## src/rtl/y86_seq_controller_if.sv

```systemverilog
// Bus between the SEQ sequencer and the fetch/execute/memory/register-file units.
// master = the sequencer, slave = the datapath side that feeds it.
interface y86_seq_controller_if;
  // datapath -> sequencer
  logic        start;
  logic [3:0]  icode;
  logic [3:0]  ifun;
  logic        cnd;
  logic [63:0] valC;
  logic [63:0] valP;
  logic [63:0] valM;
  logic        imem_error;
  logic        mem_ready;
  logic        dmem_error;
  // sequencer -> datapath
  logic [63:0] pc;
  logic        en_fetch;
  logic        en_decode;
  logic        en_execute;
  logic        en_memory;
  logic        en_writeback;
  logic        mem_req;
  logic        rf_we_E;
  logic        rf_we_M;
  logic [2:0]  stat;
  logic        busy;
  logic [31:0] instr_count;

  modport master (
    input  start, icode, ifun, cnd, valC, valP, valM, imem_error, mem_ready, dmem_error,
    output pc, en_fetch, en_decode, en_execute, en_memory, en_writeback,
           mem_req, rf_we_E, rf_we_M, stat, busy, instr_count
  );

  modport slave (
    output start, icode, ifun, cnd, valC, valP, valM, imem_error, mem_ready, dmem_error,
    input  pc, en_fetch, en_decode, en_execute, en_memory, en_writeback,
           mem_req, rf_we_E, rf_we_M, stat, busy, instr_count
  );
endinterface

```

## src/rtl/y86_seq_controller.sv

```systemverilog
// Multi-cycle sequencer for the SEQ Y86-64 datapath. Walks each instruction
// through FETCH..PCUPDATE, owns the PC, gates register-file writes, handshakes
// with data memory and tracks the architectural status code.
// All outputs are registered: each *_d is derived from the next state so the
// *_q value lines up with the state it describes.
module y86_seq_controller #(
  parameter logic [63:0] RESET_PC    = 64'd0,
  parameter int unsigned MEM_TIMEOUT = 15
) (
  input  logic                  clk,
  input  logic                  rst_n,
  y86_seq_controller_if.master  bus
);

  localparam logic [2:0] STAT_AOK = 3'd1;
  localparam logic [2:0] STAT_HLT = 3'd2;
  localparam logic [2:0] STAT_ADR = 3'd3;
  localparam logic [2:0] STAT_INS = 3'd4;

  // Last MEMORY-cycle index that may still complete; the counter holds the
  // number of MEMORY cycles already spent waiting.
  localparam logic [3:0] TMO_LAST = 4'(MEM_TIMEOUT - 1);

  typedef enum logic [3:0] {
    S_IDLE,
    S_FETCH,
    S_DECODE,
    S_EXECUTE,
    S_MEMORY,
    S_WRITEBACK,
    S_PCUPDATE,
    S_HALTED,
    S_FAULT
  } state_t;

  state_t      state_q, state_d;
  logic [63:0] pc_q, pc_d;
  logic [2:0]  stat_q, stat_d;
  logic [3:0]  icode_q, icode_d;
  logic        cnd_q, cnd_d;
  logic [63:0] valm_q, valm_d;
  logic [3:0]  tmo_q, tmo_d;
  logic [31:0] count_q, count_d;
  logic        en_fetch_q, en_fetch_d;
  logic        en_decode_q, en_decode_d;
  logic        en_execute_q, en_execute_d;
  logic        en_memory_q, en_memory_d;
  logic        en_writeback_q, en_writeback_d;
  logic        mem_req_q, mem_req_d;
  logic        rf_we_e_q, rf_we_e_d;
  logic        rf_we_m_q, rf_we_m_d;
  logic        busy_q, busy_d;

  // ifun is decoded by the datapath, not here
  logic unused_ifun;
  assign unused_ifun = ^bus.ifun;

  // rmmovq, mrmovq, call, ret, pushq, popq touch data memory
  function automatic logic is_mem_op(input logic [3:0] ic);
    return ic inside {4'h4, 4'h5, 4'h8, 4'h9, 4'hA, 4'hB};
  endfunction

  // valE goes to dstE for these; cmovXX only when its condition held
  function automatic logic writes_e(input logic [3:0] ic, input logic c);
    return (ic inside {4'h3, 4'h6, 4'h8, 4'h9, 4'hA, 4'hB}) || (ic == 4'h2 && c);
  endfunction

  // Next-state, datapath latches and registered-output computation
  always_comb begin
    state_d = state_q;
    pc_d    = pc_q;
    stat_d  = stat_q;
    icode_d = icode_q;
    cnd_d   = cnd_q;
    valm_d  = valm_q;
    tmo_d   = tmo_q;
    count_d = count_q;

    case (state_q)
      S_IDLE: begin
        if (bus.start) state_d = S_FETCH;
      end
      S_FETCH: begin
        if (bus.imem_error) begin
          state_d = S_FAULT;
          stat_d  = STAT_ADR;
        end else if (bus.icode > 4'hB) begin
          state_d = S_FAULT;
          stat_d  = STAT_INS;
        end else if (bus.icode == 4'h0) begin
          // halt retires but leaves pc on the halt instruction
          state_d = S_HALTED;
          stat_d  = STAT_HLT;
          count_d = count_q + 32'd1;
        end else begin
          icode_d = bus.icode;
          cnd_d   = 1'b0;
          state_d = S_DECODE;
        end
      end
      S_DECODE: begin
        state_d = S_EXECUTE;
      end
      S_EXECUTE: begin
        cnd_d   = bus.cnd;
        tmo_d   = 4'd0;
        state_d = S_MEMORY;
      end
      S_MEMORY: begin
        if (!is_mem_op(icode_q)) begin
          state_d = S_WRITEBACK;
        end else if (bus.mem_ready) begin
          if (bus.dmem_error) begin
            state_d = S_FAULT;
            stat_d  = STAT_ADR;
          end else begin
            valm_d  = bus.valM;
            state_d = S_WRITEBACK;
          end
        end else if (tmo_q >= TMO_LAST) begin
          state_d = S_FAULT;
          stat_d  = STAT_ADR;
        end else begin
          tmo_d = tmo_q + 4'd1;
        end
      end
      S_WRITEBACK: begin
        state_d = S_PCUPDATE;
      end
      S_PCUPDATE: begin
        case (icode_q)
          4'h7:    pc_d = cnd_q ? bus.valC : bus.valP;
          4'h8:    pc_d = bus.valC;
          4'h9:    pc_d = valm_q;
          default: pc_d = bus.valP;
        endcase
        count_d = count_q + 32'd1;
        state_d = S_FETCH;
      end
      default: begin
        // HALTED and FAULT are sticky until reset
        state_d = state_q;
      end
    endcase

    en_fetch_d     = (state_d == S_FETCH);
    en_decode_d    = (state_d == S_DECODE);
    en_execute_d   = (state_d == S_EXECUTE);
    en_memory_d    = (state_d == S_MEMORY);
    en_writeback_d = (state_d == S_WRITEBACK);
    mem_req_d      = (state_d == S_MEMORY) && is_mem_op(icode_d);
    rf_we_e_d      = (state_d == S_WRITEBACK) && writes_e(icode_d, cnd_d);
    rf_we_m_d      = (state_d == S_WRITEBACK) && (icode_d == 4'h5 || icode_d == 4'hB);
    busy_d         = (state_d inside {S_FETCH, S_DECODE, S_EXECUTE, S_MEMORY,
                                      S_WRITEBACK, S_PCUPDATE});
  end

  // State and output registers; reset aborts any instruction in flight
  always_ff @(posedge clk or negedge rst_n) begin
    if (!rst_n) begin
      state_q        <= S_IDLE;
      pc_q           <= RESET_PC;
      stat_q         <= STAT_AOK;
      icode_q        <= 4'h0;
      cnd_q          <= 1'b0;
      valm_q         <= 64'd0;
      tmo_q          <= 4'd0;
      count_q        <= 32'd0;
      en_fetch_q     <= 1'b0;
      en_decode_q    <= 1'b0;
      en_execute_q   <= 1'b0;
      en_memory_q    <= 1'b0;
      en_writeback_q <= 1'b0;
      mem_req_q      <= 1'b0;
      rf_we_e_q      <= 1'b0;
      rf_we_m_q      <= 1'b0;
      busy_q         <= 1'b0;
    end else begin
      state_q        <= state_d;
      pc_q           <= pc_d;
      stat_q         <= stat_d;
      icode_q        <= icode_d;
      cnd_q          <= cnd_d;
      valm_q         <= valm_d;
      tmo_q          <= tmo_d;
      count_q        <= count_d;
      en_fetch_q     <= en_fetch_d;
      en_decode_q    <= en_decode_d;
      en_execute_q   <= en_execute_d;
      en_memory_q    <= en_memory_d;
      en_writeback_q <= en_writeback_d;
      mem_req_q      <= mem_req_d;
      rf_we_e_q      <= rf_we_e_d;
      rf_we_m_q      <= rf_we_m_d;
      busy_q         <= busy_d;
    end
  end

  assign bus.pc           = pc_q;
  assign bus.stat         = stat_q;
  assign bus.instr_count  = count_q;
  assign bus.en_fetch     = en_fetch_q;
  assign bus.en_decode    = en_decode_q;
  assign bus.en_execute   = en_execute_q;
  assign bus.en_memory    = en_memory_q;
  assign bus.en_writeback = en_writeback_q;
  assign bus.mem_req      = mem_req_q;
  assign bus.rf_we_E      = rf_we_e_q;
  assign bus.rf_we_M      = rf_we_m_q;
  assign bus.busy         = busy_q;

endmodule

```

## src/flat_wrapper.sv

```systemverilog
// flat-port wrapper written by rule: the top's interface ports become plain ports
module y86_seq_controller_flat 
#(
  parameter logic [63:0] RESET_PC    = 64'd0,
  parameter int unsigned MEM_TIMEOUT = 15
)
  (clk, rst_n, bus_start, bus_icode, bus_ifun, bus_cnd, bus_valC, bus_valP, bus_valM, bus_imem_error, bus_mem_ready, bus_dmem_error, bus_pc, bus_en_fetch, bus_en_decode, bus_en_execute, bus_en_memory, bus_en_writeback, bus_mem_req, bus_rf_we_E, bus_rf_we_M, bus_stat, bus_busy, bus_instr_count);
  y86_seq_controller_if bus_i ();
  input  logic clk;
  input  logic rst_n;
  input wire logic [$bits(bus_i.start)-1:0] bus_start;
  input wire logic [$bits(bus_i.icode)-1:0] bus_icode;
  input wire logic [$bits(bus_i.ifun)-1:0] bus_ifun;
  input wire logic [$bits(bus_i.cnd)-1:0] bus_cnd;
  input wire logic [$bits(bus_i.valC)-1:0] bus_valC;
  input wire logic [$bits(bus_i.valP)-1:0] bus_valP;
  input wire logic [$bits(bus_i.valM)-1:0] bus_valM;
  input wire logic [$bits(bus_i.imem_error)-1:0] bus_imem_error;
  input wire logic [$bits(bus_i.mem_ready)-1:0] bus_mem_ready;
  input wire logic [$bits(bus_i.dmem_error)-1:0] bus_dmem_error;
  output wire logic [$bits(bus_i.pc)-1:0] bus_pc;
  output wire logic [$bits(bus_i.en_fetch)-1:0] bus_en_fetch;
  output wire logic [$bits(bus_i.en_decode)-1:0] bus_en_decode;
  output wire logic [$bits(bus_i.en_execute)-1:0] bus_en_execute;
  output wire logic [$bits(bus_i.en_memory)-1:0] bus_en_memory;
  output wire logic [$bits(bus_i.en_writeback)-1:0] bus_en_writeback;
  output wire logic [$bits(bus_i.mem_req)-1:0] bus_mem_req;
  output wire logic [$bits(bus_i.rf_we_E)-1:0] bus_rf_we_E;
  output wire logic [$bits(bus_i.rf_we_M)-1:0] bus_rf_we_M;
  output wire logic [$bits(bus_i.stat)-1:0] bus_stat;
  output wire logic [$bits(bus_i.busy)-1:0] bus_busy;
  output wire logic [$bits(bus_i.instr_count)-1:0] bus_instr_count;
  assign bus_i.start = bus_start;
  assign bus_i.icode = bus_icode;
  assign bus_i.ifun = bus_ifun;
  assign bus_i.cnd = bus_cnd;
  assign bus_i.valC = bus_valC;
  assign bus_i.valP = bus_valP;
  assign bus_i.valM = bus_valM;
  assign bus_i.imem_error = bus_imem_error;
  assign bus_i.mem_ready = bus_mem_ready;
  assign bus_i.dmem_error = bus_dmem_error;
  assign bus_pc = bus_i.pc;
  assign bus_en_fetch = bus_i.en_fetch;
  assign bus_en_decode = bus_i.en_decode;
  assign bus_en_execute = bus_i.en_execute;
  assign bus_en_memory = bus_i.en_memory;
  assign bus_en_writeback = bus_i.en_writeback;
  assign bus_mem_req = bus_i.mem_req;
  assign bus_rf_we_E = bus_i.rf_we_E;
  assign bus_rf_we_M = bus_i.rf_we_M;
  assign bus_stat = bus_i.stat;
  assign bus_busy = bus_i.busy;
  assign bus_instr_count = bus_i.instr_count;
  y86_seq_controller #(.RESET_PC(RESET_PC), .MEM_TIMEOUT(MEM_TIMEOUT)) u_core (.clk(clk), .rst_n(rst_n), .bus(bus_i));
endmodule
```

## config.mk

```make
export PLATFORM = sky130hd
export DESIGN_NAME = y86_seq_controller_flat
export DESIGN_NICKNAME = d
export VERILOG_FILES = /design/src/rtl/y86_seq_controller_if.sv /design/src/rtl/y86_seq_controller.sv /design/src/flat_wrapper.sv
export SDC_FILE = /design/constraint.sdc
export NUM_CORES = 1
export LEC_CHECK = 0
export ABC_AREA = 1
export BUFFER_PORTS_ARGS = -buffer_cell sky130_fd_sc_hd__buf_4
export CAP_MARGIN = 25
export CELL_PAD_IN_SITES_DETAIL_PLACEMENT = 0
export CELL_PAD_IN_SITES_GLOBAL_PLACEMENT = 1
export CORE_MARGIN = 4
export CORE_UTILIZATION = 33
export DETAILED_ROUTE_END_ITERATION = 16
export PLACE_DENSITY = 0.78
export SLEW_MARGIN = 20
export SYNTH_ARGS = -nofsm -noshare
export SYNTH_HDL_FRONTEND = slang
export SYNTH_SLANG_ARGS = --single-unit
```

## constraint.sdc

```tcl
create_clock -name clk -period 1.6 [get_ports clk]
set_input_delay 0.16 -clock clk [delete_from_list [all_inputs] [get_ports clk]]
set_output_delay 0.16 -clock clk [all_outputs]
set_load 0.02 [all_outputs]
```

==> results_dict.tcl <==
set metrics [dict create \
    synth_top_flop_cell "dfrtp_1" \
    layout-drive-gt1-share 0.421 \
    critPathTopFamily "simple AND/OR/NAND/NOR gates" \
    die_w_um 174 \
    largest_net_degree_at_the_start_of_global_routing 46 \
    timing.final.hold_violations 0 \
    cts-htree-levels 4 \
    synth-seq-area-share 0.506 \
    skew_ps 17.8 \
    routed_wl_mm 38.6 \
    postRouteAntennaNets 0 \
    ys_async_sr_fraction 1.00 \
    boundaryPins 315 \
    worst_slew_pin_slew_ps 525 \
    synth-edff-count 0 \
    first_pass_iters 5 \
    layout-area-overhead-vs-synth_pct 73.9 \
    status "complete, but fails checks" \
    gr-total-overflow 0 \
    clock_path_buffers 2 \
    place.gp.congestion 0.864 \
    post_drt_via_cell_ratio 4.94 \
    critPathKind "register to register" \
    synth_top_area_frac 0.503 \
    cts-root-buf "clkbuf_16" \
    crit_path_max_incr_delay_ps 390 \
    dieArea_mm2 0.0304 \
    io_buffer_count 310 \
    critPathSlowestCell "dfrtp_1" \
    total_power_uw 9860 \
    min_cycle_time_layout_ps 1760 \
    p_leak_uw 0.00750 \
    fin_tns_setup_ps -10070 \
    slew_headroom 0.646 \
    worstPathBufferInverterCount 4 \
    synth.net_count 1336 \
    ir_drop_mv 0.395 \
    cp-end-kind "register" \
    first_global_vias 9750 \
    numCtsBuffers 17 \
    chipHeight_um 174 \
    finish.net_count 1849 \
    violations "negative setup slack" \
    power.density_cell_area_mw_per_mm2 620 \
    grt_use_total 0.215 \
    placementRows 60 \
    instances_no_fill 2026 \
    critical_path_peak_fanout 5 \
    synth_seq_cells 185 \
    share_of_the_cycle_needed_by_the_critical_path_after_routing 1.10 \
    worstPathCellList "inv_2 > nand2_4 > nor3_4 > inv_2 > nor2_4 > buf_12 > nand2_8 > clkbuf_16 > nor2_2 > a21oi_2" \
    placement.setup.worst_slack_ps -135 \
    final.setup.worst_slack_ps -160 \
    setup_viols_final 119 \
    via_count_of_the_routed_design 10000 \
    route.detailed.drc 0 \
    netlist_area_mm2 0.00915 \
    floorplan.core_area_mm2 0.0271 \
    ys_types 30 \
    wire_length_of_the_first_global_routing_pass_mm 52.6 \
    maxCapViolations 0 \
    hpwl_mm 23.8 \
    synth_area_per_inst_um2 8.12 \
    slew_violations 0 \
    worstSetupStartpointType "register" \
    drt-wirelength-per-cell_um 19.1 \
    setup_repair_after_global_routing_missed_its_margin "yes" \
    yosys_warnings 0 \
    synth.most_common_cell "nor2_1" \
    netlist_instances 1126 \
    detailedRoute.firstIterationViolations 584 \
    worstPathArrival_ps 2080 \
    initial_utilization 0.338 \
    timing.hold.worst.class "input pin to register" \
    clock-sinks 185 \
    timing.critical_path.mode_cell "inv_2" \
    synth_common_cells "241 x nor2_1, 184 x dfrtp_1, 135 x nand2_1, 118 x inv_1, 96 x a21oi_1" \
    antenna_found_initial 2 \
    number_of_cells_in_the_design_after_placement 1833 \
    required_time_reported_for_the_critical_path_endpoint_ps 1920 \
    ys_top_cells_by_area "dfrtp_1 50%, nor2_1 9.9%, nand2_1 5.5%, a21oi_1 5.3%, inv_1 4.8%" \
    clk_pin_slew_ps 80 \
    clock_insertion_delay_worst_skew_ps 430 \
    cts_tree "built" \
    post_synth_top_area_cell "dfrtp_1" \
    fmax_ghz 0.568 \
]
sequential cells by signal, indices dropped and copies added (netlist names), 3 cells and up:
signal and flops:
u_core.bus.pc 64, u_core.valm_q 64, u_core.bus.instr_count 32, u_core.icode_q 4, u_core.state_q 4, u_core.tmo_q 4
u_core.bus.stat 3
where the power goes:
group / switching (µW) / leakage, µW / internal, µW
clock: 2200 / 0.000283 / 2110
combinational: 331 / 0.00538 / 543
sequential: 1.26 / 0.00184 / 4670
total: 2530 / 0.00750 / 7320
logic make-up after synthesis:
group	Yosys count	synth area share
AOI/OAI and AO/OA	229	0.153
and+or+nand+nor	501	0.230
adders and majority gates	3	0.00410
DFF	185	0.506
muxes	1	0.00123
xor gates and xnor gates	30	0.0287
buffers and inverters	177	0.0777
area by class of cell:
type / count / area, µm²
fillers: 2369 / 11200
repair buffers: 547 / 5100
multi-input cells: 767 / 4650
flip-flops and latches: 185 / 4640
well taps: 372 / 465
inverters: 121 / 454
clock buffers: 18 / 429
clock inverters: 14 / 159
diodes: 2 / 5.00
per-stage QoR:
| stage | area, µm² | utilization | hold WS [ps] |
|---|---|---|---|
| floorplan | 9160 | - | -136 |
| finish | 15900 | 0.587 | 10.5 |
| detailed placement | 12500 | 0.461 | 141 |
| CTS | 14300 | 0.528 | 0.292 |
| global route | 15900 | 0.587 | 1.12 |
| global placement | 12500 | 0.461 | 143 |
worst min-delay path, cell delays in order:
cell     delay (ps)
buf_4            80
a21oi_2          40
a31oi_1         110
cells in the final DEF (no fill, tap or decap), types with 13 or more instances in the layout:
cell	instances
o21ai_0	19
buf_6	13
dfrtp_1	173
a21oi_1	49
clkbuf_16	33
buf_4	376
nor2_2	31
nand2_1	123
a21oi_2	83
nor2_1	167
xor2_1	22
inv_1	111
a31oi_1	66
nor2_4	45
buf_12	17
nand3_1	80
dlygate4sd3_1	110
final timing paths:
path                               startpoint                 end  slack (ps)  cells past startpoint
setup / recovery            u_core.state_q[3]   u_core.valm_q[35]        -160                     10
hold / removal                    bus_valC[5]    u_core.bus.pc[5]          10                      3
setup reg to reg            u_core.state_q[3]   u_core.valm_q[35]        -160                     10
hold reg to reg            u_core.bus.stat[0]  u_core.bus.stat[0]         470                      2
max in group asynchronous               rst_n   u_core.state_q[0]         690                      3
min in group asynchronous               rst_n   u_core.bus.pc[43]         230                      2
repair_timing:
| action | 4_1_cts | 5_1_grt |
|---|---|---|
| gates resized for setup | 19 | 249 |
| hold buffers | 110 | 0 |
| endpoints found under the hold margin | 132 | 0 |
| pin swaps | 3 | 35 |
| buffers inserted | 5 | 18 |
| cloned | 1 | 27 |
| setup endpoints to repair | 113 | 168 |
layer usage:
layer  global-route usage  vias up  wire, µm
li1                     -     4728         -
met1                0.273     4859     16000
met2                0.375      359     19600
met3               0.0459       62      2090
met4               0.0553        0       873
met5                    0        -         0
Note: power is estimated with default switching activity, not from simulation.
